File: src/rtl/fetch_unit.sv
// IF stage of the 5-stage MIPS pipeline: PC register, fetch address error check
// and the IF/ID pipeline register, with stall, delay-slot redirect, exception and eret.
module fetch_unit #(
    parameter logic [31:0] RESET_PC   = 32'h0000_3000,
    parameter logic [31:0] HANDLER_PC = 32'h0000_4180,
    parameter logic [31:0] IM_BASE    = 32'h0000_3000,
    parameter logic [31:0] IM_LIMIT   = 32'h0000_6FFC
) (
    input  logic        clk,
    input  logic        rst_n,
    input  logic        stall,
    input  logic        redirect,
    input  logic [31:0] redirect_pc,
    input  logic        exc_req,
    input  logic        eret,
    input  logic [31:0] epc,
    input  logic [31:0] instr_in,
    output logic [31:0] pc_f,
    output logic [31:0] instr_d,
    output logic [31:0] pc_d,
    output logic [31:0] pc8_d,
    output logic        bd_d,
    output logic        exc_d,
    output logic [4:0]  exccode_d
);

    localparam logic [4:0] EXC_ADEL = 5'd4;

    logic        fetch_bad;
    logic [31:0] pc_f_next;
    logic [31:0] instr_d_next;
    logic [31:0] pc_d_next;
    logic        bd_d_next;
    logic        exc_d_next;
    logic [4:0]  exccode_d_next;

    assign fetch_bad = (pc_f[1:0] != 2'b00) || (pc_f < IM_BASE) || (pc_f > IM_LIMIT);

    always_comb begin
        pc_f_next      = pc_f;
        instr_d_next   = instr_d;
        pc_d_next      = pc_d;
        bd_d_next      = bd_d;
        exc_d_next     = exc_d;
        exccode_d_next = exccode_d;
        if (exc_req) begin
            pc_f_next      = HANDLER_PC;
            instr_d_next   = 32'h0;
            pc_d_next      = HANDLER_PC;
            bd_d_next      = 1'b0;
            exc_d_next     = 1'b0;
            exccode_d_next = 5'd0;
        end else if (eret) begin
            pc_f_next      = epc;
            instr_d_next   = 32'h0;
            pc_d_next      = epc;
            bd_d_next      = 1'b0;
            exc_d_next     = 1'b0;
            exccode_d_next = 5'd0;
        end else if (!stall) begin
            // Capture the current fetch; with a redirect it is the delay slot.
            pc_f_next      = redirect ? redirect_pc : pc_f + 32'd4;
            pc_d_next      = pc_f;
            bd_d_next      = redirect;
            instr_d_next   = fetch_bad ? 32'h0 : instr_in;
            exc_d_next     = fetch_bad;
            exccode_d_next = fetch_bad ? EXC_ADEL : 5'd0;
        end
    end

    always_ff @(posedge clk or negedge rst_n) begin
        if (!rst_n) begin
            pc_f      <= RESET_PC;
            instr_d   <= 32'h0;
            pc_d      <= RESET_PC;
            pc8_d     <= RESET_PC + 32'd8;
            bd_d      <= 1'b0;
            exc_d     <= 1'b0;
            exccode_d <= 5'd0;
        end else begin
            pc_f      <= pc_f_next;
            instr_d   <= instr_d_next;
            pc_d      <= pc_d_next;
            pc8_d     <= pc_d_next + 32'd8;
            bd_d      <= bd_d_next;
            exc_d     <= exc_d_next;
            exccode_d <= exccode_d_next;
        end
    end

endmodule

File: config.mk
export PLATFORM = sky130hd
export DESIGN_NAME = fetch_unit
export DESIGN_NICKNAME = d
export VERILOG_FILES = /design/src/rtl/fetch_unit.sv
export SDC_FILE = /design/constraint.sdc
export NUM_CORES = 1
export LEC_CHECK = 0
export BUFFER_PORTS_ARGS = -buffer_cell sky130_fd_sc_hd__buf_2
export CAP_MARGIN = 0
export CORE_MARGIN = 8
export CORE_UTILIZATION = 55
export CTS_BUF_LIST = sky130_fd_sc_hd__clkbuf_4 sky130_fd_sc_hd__clkbuf_8
export CTS_CLUSTER_DIAMETER = 200
export DETAILED_ROUTE_END_ITERATION = 8
export PLACE_DENSITY = 0.87
export SKIP_LAST_GASP = 1
export SYNTH_ARGS = -nofsm -noshare
export SYNTH_HDL_FRONTEND = slang
export SYNTH_SLANG_ARGS = --single-unit
File: constraint.sdc
create_clock -name clk -period 5 [get_ports clk]
set_input_delay 1 -clock clk [delete_from_list [all_inputs] [get_ports clk]]
set_output_delay 1 -clock clk [all_outputs]
set_load 0.01 [all_outputs]
==> flow_summary.ini <==
[worst_setup_path]
end_kind = flip-flop
rr_worst_depth = 7
path_class = in2reg
r2r_end = pc_f[28]
worstSetupEndpoint = pc8_d[31]
setup.worst_path.start = eret
cp_max_fo = 34
cp-start-kind = input port
regToRegStartpoint = pc_f[3]
r2r_slack_ps = 2300
required_ps = 5310
arrival_ps = 3720

[die]
die_area_um2 = 16100
start_util_pct = 56.2
num_rows = 40
core-area_um2 = 12000
die_w_um = 127
ios = 237
die_h_um = 127

[sta]
maxSlewViolCount = 0
worstMarginPinSlew_ps = 1120
clock_skew_ps = 11.2
tns_ps = 0
rsz0062_at_grt = no
setup_violations = 0
period_share_pct = 68.1
hold_viol_final = 0
timing.fmax_mhz = 294
fin_crit_ps = 3410
slew_headroom_pct = 25.2

[yosys]
yosysSeqAreaShare_pct = 47.2
ys_types = 68
ys_ff_latch = 127
synthFlopType = dfrtp_1
synth_area_um2 = 6750
yosys_warnings = 0
syn-instance-count = 649
synthArstFlopShare_pct = 100
syn_area_per_cell_um2 = 10.4
synth_edf_count = 0

[clock_network]
htreeDepth = 4
cts_buffer_depth = 2
numCtsBuffers = 17
cts_tree = yes
clk_pin_slew_ps = 80
cts_resized = 0
clock-sinks = 127
root_buffer = clkbuf_8
ctsHoldBuffers = 0
post_cts_buffers = 0
clk_latency_ps = 440

[final_layout]
final_cell_mix = buf_2 (231), dfrtp_1 (120), nand2_1 (49)
stdcell_count = 1024
fin_nets = 966
final_common_cell = buf_2
fin_util_pct = 69.5
fillers = 914
area_delta_synth_final_pct = 23.6
layout-drive-gt1-share_pct = 36.7
final_area_um2 = 8340

[power]
total_leakage_power_nw = 4.07
ir_drop_mv = 0.146
power.density_nw_per_um2 = 304
finalPower_mw = 2.54

[global_route]
use_met1_pct = 33.5
grt_max_degree = 49
grt-ovfl-total = 0
track_usage_pct = 26.4
grt_pass1_vias = 6060
grt_pass1_wl_um = 33300
antenna_found_initial = 2
grt_busiest_layer = met2
grt_util_met2_pct = 39.9
grt_util_met3_pct = 9.64

[route]
wire_per_inst_um = 21.1
first_pass_iters = 5
drc = 0
viasPerCell = 6.08
vias = 6221
drt_wl_total_um = 21600
ant_nets = 0
initialDrtViolationCount = 808

[run]
drv_cap = 0

[placed_design]
portBuffers = 232
post_dp_cell_area_um2 = 7890
place_congestion = 0.970
placed_cells = 990
post-dp-hpwl_um = 16200

[hold_path]
hold_path_class = reg2reg

[status]
outcome = finished, final reports clean
[worst min-delay path by stage]
| stage | startpoint | endpoint | slack, ps | cells after the start |
|---|---|---|---|---|
| 6_report | instr_d[8] | instr_d[8] | 500 | 1 |
| 5_1_grt | instr_d[29] | instr_d[29] | 520 | 1 |
| 4_1_cts | instr_d[25] | instr_d[25] | 510 | 1 |
| 3_5_place_dp | instr_d[26] | instr_d[26] | 490 | 1 |
| 3_3_place_gp | instr_d[8] | instr_d[8] | 480 | 1 |
| 2_1_floorplan | pc_f[12] | pc_f[12] | 540 | 2 |
[sequential cells by signal (all words and copies together) (netlist names)]
name / count
exccode_d: 1
pc_d: 29
instr_d: 32
pc_f: 32
bd_d: 1
pc8_d: 32
[final cells by class]
type | instances | area (µm²) | area share [%]
inverters | 14 | 52.6 | 0.630
clock inverters | 12 | 183 | 2.19
flip-flops and latches | 127 | 3190 | 38.2
repair buffers | 243 | 1250 | 14.9
multi-input cells | 459 | 3220 | 38.6
clock buffers | 20 | 263 | 3.15
well taps | 147 | 184 | 2.20
diodes | 2 | 5.00 | 0.0600
[layer usage]
layer / part of all wire [%] / vias up
li1: - / 2800
met1: 40 / 2923
met3: 12 / 56
met4: 3.2 / 2
met5: 0.051 / -
met2: 45 / 440
[power by group]
group	switching [mW]	leakage, nW	internal, mW
registers	0.0600	1.64	1.08
logic	0.238	2.22	0.156
clock network	0.430	0.217	0.572
[synthesized netlist by cell type (all sizes together), types with 6 or more instances]
library cell	count	area share, %
dfrtp	120	44
nand2	49	2.7
nor2	41	2.4
mux2i	39	5.8
a22o	34	4.4
a211oi	30	5.2
clkbuf	27	1.5
a21oi	26	1.9
nor2b	26	2.4
xnor2	26	3.4
buf	25	3.0
nand3	24	1.9
nor3	19	1.5
o21ai	19	1.4
nand4	16	1.8
inv	13	0.72
nor4	10	1.2
xor2	10	1.3
and3	8	0.74
dfstp	7	2.7
a21boi	6	0.72
[per-stage QoR]
stage          setup slack (ps)  hold WS, ps
2_1_floorplan              1890          535
3_3_place_gp               1310          484
3_5_place_dp               1200          486
4_1_cts                    1660          507
5_1_grt                    1420          521
6_report                   1590          503
[logic make-up (layout without fill, tap and decap cells)]
logic type	after synthesis	in the layout	share of synthesized area (%)
and+or+nand+nor	212	212	16.9
adders and majority gates	2	2	0.371
DFF	127	127	47.2
other	1	6	0.0555
buffers and inverters	66	289	5.24
AOI/OAI and AO/OA	165	165	19.6
xor gates and xnor gates	36	36	4.67
muxes	40	40	5.95
[worst max-delay path: stages]
cell and delay [ps]:
buf_2 410, inv_2 380, buf_4 360, a211oi_2 390
nand4_2 260, nor4_4 550, nand4_1 180, xnor2_1 170
(Power assumes the default switching activity.)
